### src/rtl/lcd_reader.sv
// Single-byte read from a 4-bit HD44780 bus: two E strobes with RW high,
// upper nibble first, returned to the requester on a one-cycle done pulse.
module lcd_reader #(
  parameter int T_AS = 4,
  parameter int T_EH = 46,
  parameter int T_EL = 54
) (
  input  logic       clk,
  input  logic       rst,
  input  logic       req,
  input  logic       req_rs,
  input  logic [3:0] lcd_d_in,
  output logic       lcd_e,
  output logic       lcd_rs,
  output logic       lcd_rw,
  output logic       busy,
  output logic       done,
  output logic [7:0] rd_data
);

  // Handshake: req is taken on any edge where the reader is idle (busy=0,
  // which includes the done cycle); requests while busy are dropped, not
  // queued. done is a single-cycle pulse and rd_data holds until the next one.

  typedef enum logic [2:0] {
    IDLE  = 3'd0,
    SETUP = 3'd1,
    E_HI1 = 3'd2,
    E_LO1 = 3'd3,
    E_HI2 = 3'd4,
    E_LO2 = 3'd5
  } state_t;

  localparam logic [7:0] AS_LOAD = 8'(T_AS - 1);
  localparam logic [7:0] EH_LOAD = 8'(T_EH - 1);
  localparam logic [7:0] EL_LOAD = 8'(T_EL - 1);

  state_t     state;
  state_t     state_nx;
  logic [7:0] cnt;
  logic [7:0] cnt_nx;
  logic       phase_end;
  logic       accept;
  logic       capture_hi;
  logic       capture_lo;
  logic       finish;

  logic [3:0] d_q;
  logic [3:0] nib_hi;
  logic [3:0] nib_lo;

  assign phase_end = (cnt == 8'd0);

  always_ff @(posedge clk) begin
    if (rst) begin
      state <= IDLE;
      cnt   <= 8'd0;
    end else begin
      state <= state_nx;
      cnt   <= cnt_nx;
    end
  end

  // Each phase loads N-1 on entry and leaves on the cycle the counter reads 0.
  always_comb begin
    state_nx   = state;
    cnt_nx     = cnt - 8'd1;
    accept     = 1'b0;
    capture_hi = 1'b0;
    capture_lo = 1'b0;
    finish     = 1'b0;
    case (state)
      IDLE: begin
        cnt_nx = cnt;
        if (req) begin
          accept   = 1'b1;
          state_nx = SETUP;
          cnt_nx   = AS_LOAD;
        end
      end
      SETUP: begin
        if (phase_end) begin
          state_nx = E_HI1;
          cnt_nx   = EH_LOAD;
        end
      end
      E_HI1: begin
        if (phase_end) begin
          capture_hi = 1'b1;
          state_nx   = E_LO1;
          cnt_nx     = EL_LOAD;
        end
      end
      E_LO1: begin
        if (phase_end) begin
          state_nx = E_HI2;
          cnt_nx   = EH_LOAD;
        end
      end
      E_HI2: begin
        if (phase_end) begin
          capture_lo = 1'b1;
          state_nx   = E_LO2;
          cnt_nx     = EL_LOAD;
        end
      end
      E_LO2: begin
        if (phase_end) begin
          finish   = 1'b1;
          state_nx = IDLE;
          cnt_nx   = 8'd0;
        end
      end
      default: begin
        state_nx = IDLE;
        cnt_nx   = 8'd0;
      end
    endcase
  end

  // Pad controls are registered from the next state so they change cleanly
  // on the same edge as the state; lcd_e can only rise after SETUP with RW=1.
  always_ff @(posedge clk) begin
    if (rst) begin
      d_q     <= 4'd0;
      nib_hi  <= 4'd0;
      nib_lo  <= 4'd0;
      lcd_e   <= 1'b0;
      lcd_rs  <= 1'b0;
      lcd_rw  <= 1'b0;
      busy    <= 1'b0;
      done    <= 1'b0;
      rd_data <= 8'h00;
    end else begin
      d_q    <= lcd_d_in;
      done   <= finish;
      lcd_e  <= (state_nx == E_HI1) || (state_nx == E_HI2);
      lcd_rw <= (state_nx != IDLE);
      busy   <= (state_nx != IDLE);
      if (accept) begin
        lcd_rs <= req_rs;
      end else if (finish) begin
        lcd_rs <= 1'b0;
      end
      if (capture_hi) begin
        nib_hi <= d_q;
      end
      if (capture_lo) begin
        nib_lo <= d_q;
      end
      if (finish) begin
        rd_data <= {nib_hi, nib_lo};
      end
    end
  end

endmodule

### config.mk
export PLATFORM = sky130hd
export DESIGN_NAME = lcd_reader
export DESIGN_NICKNAME = d
export VERILOG_FILES = /design/src/rtl/lcd_reader.sv
export SDC_FILE = /design/constraint.sdc
export NUM_CORES = 1
export LEC_CHECK = 0
export ABC_CLOCK_PERIOD_IN_PS = 2450
export CAP_MARGIN = 0
export CELL_PAD_IN_SITES_DETAIL_PLACEMENT = 0
export CELL_PAD_IN_SITES_GLOBAL_PLACEMENT = 1
export CORE_MARGIN = 1
export CORE_UTILIZATION = 41
export DETAILED_ROUTE_END_ITERATION = 10
export PLACE_DENSITY_LB_ADDON = 0.1
export SLEW_MARGIN = 40
export SYNTH_ARGS = -nofsm -noshare
export SYNTH_HDL_FRONTEND = slang
export SYNTH_SLANG_ARGS = --single-unit
### constraint.sdc
create_clock -name clk -period 2.45 [get_ports clk]
set_clock_uncertainty 0.15 [all_clocks]
set_input_delay 0.245 -clock clk [delete_from_list [all_inputs] [get_ports clk]]
set_output_delay 0.245 -clock clk [all_outputs]
set_load 0.005 [all_outputs]
==> out/qor.yml, run 1 <==
pwr:
  peakVddDrop_mv: 0.547
  p_per_area_nw_per_um2: 1110
  pwr-share-seq: 0.344
  sw_frac_of_total: 0.379
  p_int_uw: 1380
  p_leak_uw: 0.000795
  p_sw_uw: 842
  p_comb_frac: 0.417
  finalPower_uw: 2230
  clockPowerShare: 0.239
die:
  die_area_sq_um: 4140
  die_w_um: 64.4
  die_h_um: 64.4
  initial_core_util: 0.432
  core_sq_um: 3690
  io_pins: 21
  placementRows: 22
yosys:
  synth_edf_count: 0
  synth_flop_cell: "dfxtp_1"
  async_flop_share: 0
  syn_area_sq_um: 1600
  avgSynthCellArea_sq_um: 9.12
  synth_seq_cells: 35
  ys_warn_count: 0
  synth_fp_nets: 185
  ys_types: 37
  yosysSeqAreaShare: 0.439
  syn_inst: 175
sta:
  setup_ws_ns: 0.126
  worst_slew_margin_rel: 0.662
  setup_viol: 0
  period_share: 0.949
  layout_min_cycle_time_ns: 2.32
  fin_tns_setup_ns: 0
  fmax_mhz: 430
  finalHoldViolCount: 0
  rsz0062_at_grt: "no"
  drv_slew: 0
  tightestPinTransition_ns: 0.507
finish:
  multiInputGateArea_sq_um: 812
  fillers: 357
  utilization: 0.544
  diodes: 0
  seq_area_sq_um: 701
  layout-drive-gt1-share: 0.127
  final_nets: 213
  final_cell_area_sq_um: 2010
  syn_to_final_growth_pct: 25.8
placement:
  place_congestion: 0.909
  pre_cts_ws_ns: 0.141
  dp_hpwl_um: 2560
  placedInstanceArea_sq_um: 1890
  io_buffers: 20
global_route:
  grt_max_degree: 30
  grt_antenna_before_repair: 0
  grt_use_total: 0.191
  grt_first_pass_wirelength_um: 6170
  overflow: 0
  grt_pass1_vias: 1279
route:
  post_drt_wl_per_cell_um: 13.8
  drtIter0Drc: 52
  routed_via_density: 5.29
  wl_um: 3490
  first_pass_iters: 4
  drc: 0
  dr_total_vias: 1334
  ant_nets: 0
setup_path:
  arrival_ns: 2.33
  cp_max_fo: 6
  r2r_cells: 7
  rrSetupSlack_ns: 0.13
  max_stage_delay_ns: 0.46
  slowest_stage: "or3b_2"
  r2r_end: "nib_hi[3]"
  cp.required_ns: 2.45
  cp-start-kind: "flip-flop"
  crit_end: "nib_hi[3]"
  r2r_start: "cnt[0]"
  path_class: "reg2reg"
  path_cells: "inv_1 -> ha_1 -> or3b_2 -> or2_1 -> nor3_4 -> mux2i_1 -> nor2_1"
  startpoint: "cnt[0]"
  cp-end-kind: "flip-flop"
clock_tree:
  clkTransAtPathRegs_ns: 0.07
  numCtsBuffers: 5
  htree_levels: 2
  cts_root_buf: "clkbuf_8"
  postCtsSetupRepairBufs: 0
  clock-sinks: 35
  cts_tree: "built"
  cts_buffer_depth: 2
  clk_latency_ns: 0.28
  cts_resized: 0
  cts_hold_buf: 0
job:
  maxCapViolCount: 0
status:
  status: "complete, no violations"
worst_hold_path:
  hold_class: "reg2reg"
  worstHoldPathCells: 2
==> flip-flops by register name (all words and copies together), names as in the netlist <==
register  count
lcd_rs        1
busy          1
nib_lo        4
d_q           4
lcd_e         1
rd_data       8
cnt           8
state         3
nib_hi        4
done          1
==> cell type report <==
| cell class | instances | area share |
|---|---|---|
| Multi-Input combinational cell | 122 | 0.405 |
| Inverter | 7 | 0.0131 |
| Timing Repair Buffer | 32 | 0.145 |
| Clock inverter | 2 | 0.0175 |
| Sequential cell | 35 | 0.349 |
| Tap cell | 48 | 0.0299 |
| Clock buffer | 6 | 0.0411 |
==> how the worst min path moves through the flow <==
stage | to | from | slack (ns)
2_1_floorplan | state[0] | rst | 0.17
3_3_place_gp | lcd_rs | lcd_rs | 0.31
3_5_place_dp | lcd_rs | lcd_rs | 0.31
4_1_cts | lcd_rs | lcd_rs | 0.33
5_1_grt | d_q[0] | lcd_d_in[0] | 0.37
6_report | lcd_rs | lcd_rs | 0.32
==> worst max-delay path: cells and delay by family (launching register included) <==
| family | cells | cell delay (ns) |
|---|---|---|
| buffers and inverters | 1 | 0.10 |
| multiplexers | 1 | 0.23 |
| AND/OR/NAND/NOR | 4 | 1.18 |
| flip-flops | 1 | 0.35 |
| adder cells (fa/ha/maj) | 1 | 0.19 |
==> power groups by stage <==
stage | clock [uW] | combinational, uW | sequential, uW
6_report | 532 | 928 | 766
3_5_place_dp | 0 | 918 | 776
5_1_grt | 570 | 1050 | 779
4_1_cts | 541 | 923 | 762
2_1_floorplan | 0 | 698 | 735
3_3_place_gp | 0 | 926 | 773
==> metrics by stage <==
| step | hold WS (ns) | cells |
|---|---|---|
| after CTS | 0.327 | 252 |
| after detailed placement | 0.314 | 244 |
| after floorplan | 0.170 | 175 |
| after global placement | 0.307 | 244 |
| final | 0.322 | 252 |
| after global routing | 0.369 | 252 |
==> cells in the mapped netlist, drive strengths merged (2+ instances only) <==
| cell type | n | area (sq um) |
|---|---|---|
| o311a | 2 | 20.0 |
| clkbuf | 6 | 22.5 |
| o31ai | 2 | 15.0 |
| nand2 | 9 | 33.8 |
| buf | 5 | 33.8 |
| nor4 | 4 | 40.0 |
| ha | 2 | 25.0 |
| nand3 | 3 | 15.0 |
| nand3b | 2 | 15.0 |
| inv | 7 | 26.3 |
| mux2i | 17 | 170 |
| dfxtp | 35 | 701 |
| nor2 | 24 | 90.1 |
| nor2b | 5 | 31.3 |
| a21oi | 13 | 68.8 |
| or3 | 3 | 18.8 |
| o211ai | 2 | 15.0 |
| nor3 | 11 | 77.6 |
| o21ai | 9 | 45.0 |
| or4 | 2 | 15.0 |
==> layout by cell type (no fill, tap or decap), drive strengths merged, types with 3 or more instances in the layout <==
cell	netlist	routed
clkbuf	6	6
nand2	9	9
inv	7	7
buf	5	12
or3	3	3
o21ai	9	9
clkdlybuf4s50	0	20
mux2i	17	17
dfxtp	35	35
nor2	24	24
nand3	3	3
nor3	11	11
nor2b	5	5
a21oi	13	13
nor4	4	4
==> cells by family (layout without fill, tap and decap cells) <==
logic type,after synthesis,after routing,synth area share
simple gates,66,66,0.224
compound gates,36,36,0.157
flops,35,35,0.439
buf+inv,18,47,0.0518
mux,17,17,0.107
fa+ha+maj,2,2,0.0157
xor+xnor,1,1,0.00549
==> metal layers <==
layer,part of all wire,global-route usage
met3,0.062,0.0500
met1,0.50,0.282
met5,0,0
met2,0.43,0.275
met4,0.0066,0.0417
Power figures use the tool's default switching activity.
==> inputs of run 2 (changes only) <==
Settings changed: SLEW_MARGIN 40 to default.
==> results of run 2 <==
The final DEF is identical to that of run 1; final timing and power are the same.
==> inputs of run 3 (changes only) <==
Settings changed: ABC_CLOCK_PERIOD_IN_PS 2450 to 2700, CORE_UTILIZATION 41 to 44, MAX_ROUTING_LAYER from default to met4, SKIP_CTS_REPAIR_TIMING from default to 1.
Clock period 2.45 ns to 2.7 ns, I/O delays scaled along.
==> run 3 against run 2 <==
First-iteration DRC count up 25%. Die area shrank 6.6%. Power down 22%. Worst hold slack gained 0.013 ns. Setup slack better by 0.13 ns. Critical path depth is 3 lower. Routed wire length is 4.0% lower. Sequential cell count is the same. Highest routed layer unchanged.
==> out/qor.yml, run 3 (synthesized netlist as in run 1, its figures left out) <==
status:
  status: "complete, no violations"
route:
  first_pass_iters: 6  # +2
  routed_via_density: 5.42  # +2.4%
  wl_um: 3350  # -4.0%
  post_drt_wl_per_cell_um: 13.8  # about the same
  dr_total_vias: 1312  # -1.6%
  drc: 0  # unchanged
  ant_nets: 0  # unchanged
  drtIter0Drc: 65  # +25%
setup_path:
  cp-start-kind: "flip-flop"
  path_cells: "or4_1 -> or4_1 -> mux2i_1 -> nor2_1"
  max_stage_delay_ns: 0.80  # +0.34 ns
  cp_max_fo: 9  # +3
  cpLargestDelayFamily: "simple AND/OR/NAND/NOR gates"
  arrival_ns: 2.51  # +0.18 ns
  cp_num_buf_inv: 0  # -1
  path_depth: 4  # -3
  r2r_end: "rd_data[6]"
  r2r_start: "cnt[3]"
  cp.required_ns: 2.76  # +0.31 ns
  crit_end: "rd_data[6]"
  rrSetupSlack_ns: 0.25  # +0.13 ns
  r2r_cells: 4  # -3
  cpMostUsedCell: "or4_1"
  path_class: "reg2reg"
  startpoint: "cnt[3]"
  slowest_stage: "or4_1"
  cp-end-kind: "flip-flop"
sta:
  tightestPinTransition_ns: 0.532  # +0.0249 ns
  drv_slew: 0  # unchanged
  setup_viol: 0  # unchanged
  rsz0062_at_grt: "no"
  fmax_mhz: 408  # -5.1%
  hold_slack_ns: 0.335  # +0.0128 ns
  period_share: 0.907  # -0.0419
  layout_min_cycle_time_ns: 2.45  # +0.124 ns
  finalHoldViolCount: 0  # unchanged
  worst_slew_margin_rel: 0.645  # -0.0161
  fin_tns_setup_ns: 0  # unchanged
global_route:
  overflow: 0  # unchanged
  grt_use_total: 0.193  # +0.00156
  grt_antenna_before_repair: 0  # unchanged
  grt_first_pass_wirelength_um: 5690  # -7.8%
  grt_max_degree: 34  # +13%
  grt_pass1_vias: 1194  # -6.6%
finish:
  syn_to_final_growth_pct: 18.5
  layout_common_cells: "dfxtp_1, nor2_1, clkdlybuf4s50_1"
  mostFrequentLayoutCell: "dfxtp_1"
  instances_no_fill: 242  # -4.0%
  top_regs: "cnt x8, rd_data x8"
  diodes: 0  # unchanged
  utilization: 0.553  # +0.00938
  layout-drive-gt1-share: 0.0918  # -0.0356
  final_nets: 206  # -3.3%
worst_hold_path:
  hp-start: "lcd_rs"
  hold_class: "reg2reg"
die:
  initial_core_util: 0.467  # +0.0345
  core_sq_um: 3420  # -7.4%
  io_pins: 21  # unchanged
  die_area_sq_um: 3870  # -6.6%
  die_h_um: 62.2  # -3.4%
  die_w_um: 62.2  # -3.4%
  placementRows: 21  # -4.5%
clock_tree:
  clk_latency_ns: 0.32  # +0.04 ns
  htree_levels: 2  # unchanged
  numCtsBuffers: 5  # unchanged
  cts_tree: "built"
  cts_buffer_depth: 2  # unchanged
  clock-sinks: 35  # unchanged
  clkTransAtPathRegs_ns: 0.10  # +0.03 ns
  cts_root_buf: "clkbuf_4"
placement:
  dp_hpwl_um: 2410  # -5.9%
  io_buffers: 20  # unchanged
  place_congestion: 0.923  # +1.6%
  dp.cells: 235  # -3.7%
pwr:
  p_per_area_nw_per_um2: 917  # -17%
  p_leak_uw: 0.000734  # -7.7%
  peakVddDrop_mv: 0.537  # -1.7%
job:
  maxCapViolCount: 0  # unchanged
==> run 3: cell count changes in the layout (fill, tap and decap cells not counted) <==
cell,change
clkbuf_8,-5
buf_4,-7
bufinv_16,-1
clkbuf_4,+5
==> run 3: area by class of cell <==
cell class	instances	area, sq um
clock buffers	6	51.3
repair buffers	25	238
clock inverters	1	5.00
well taps	46	57.6
flip-flops and latches	35	701
inverters	7	26.3
fillers	328	1530
multi-input cells	122	812
==> run 3: power breakdown <==
part | switching [uW] | total [uW] | internal [uW] | leakage (uW)
combinational | 454 | 757 | 303 | 0.000415
sequential | 105 | 697 | 593 | 0.000285
clock | 159 | 280 | 121 | 0.0000341
total | 718 | 1730 | 1020 | 0.000734
==> run 3: worst min-delay path by stage <==
| stage | end | slack [ns] | cells after the start |
|---|---|---|---|
| 6_report | lcd_rs | 0.33 | 2 |
| 5_1_grt | d_q[3] | 0.32 | 2 |
| 4_1_cts | d_q[2] | 0.32 | 2 |
| 3_5_place_dp | lcd_rs | 0.32 | 2 |
| 3_3_place_gp | lcd_rs | 0.31 | 2 |
| 2_1_floorplan | state[0] | 0.20 | 1 |
==> run 3: worst reg2reg max path, cell delays in order (launching register included) <==
cell	delay (ns)
dfxtp_1	0.38
or4_1	0.69
or4_1	0.81
mux2i_1	0.25
nor2_1	0.06
==> run 3: metal layers <==
metal,GRT usage,part of all wire,vias up
met4,0.0610,0.015,0
met3,0.0496,0.048,7
met1,0.263,0.50,601
met5,-,0,-
met2,0.277,0.43,37
li1,-,-,667
==> run 3: per-stage QoR <==
stage | worst slack [ns] | area (sq um) | total power (uW)
CTS | 0.232 | 1890 | 1740
floorplan | 0.506 | 1600 | 1300
global route | 0.147 | 1890 | 1870
global placement | 0.244 | 1830 | 1460
detailed placement | 0.231 | 1830 | 1460
finish | 0.252 | 1890 | 1730
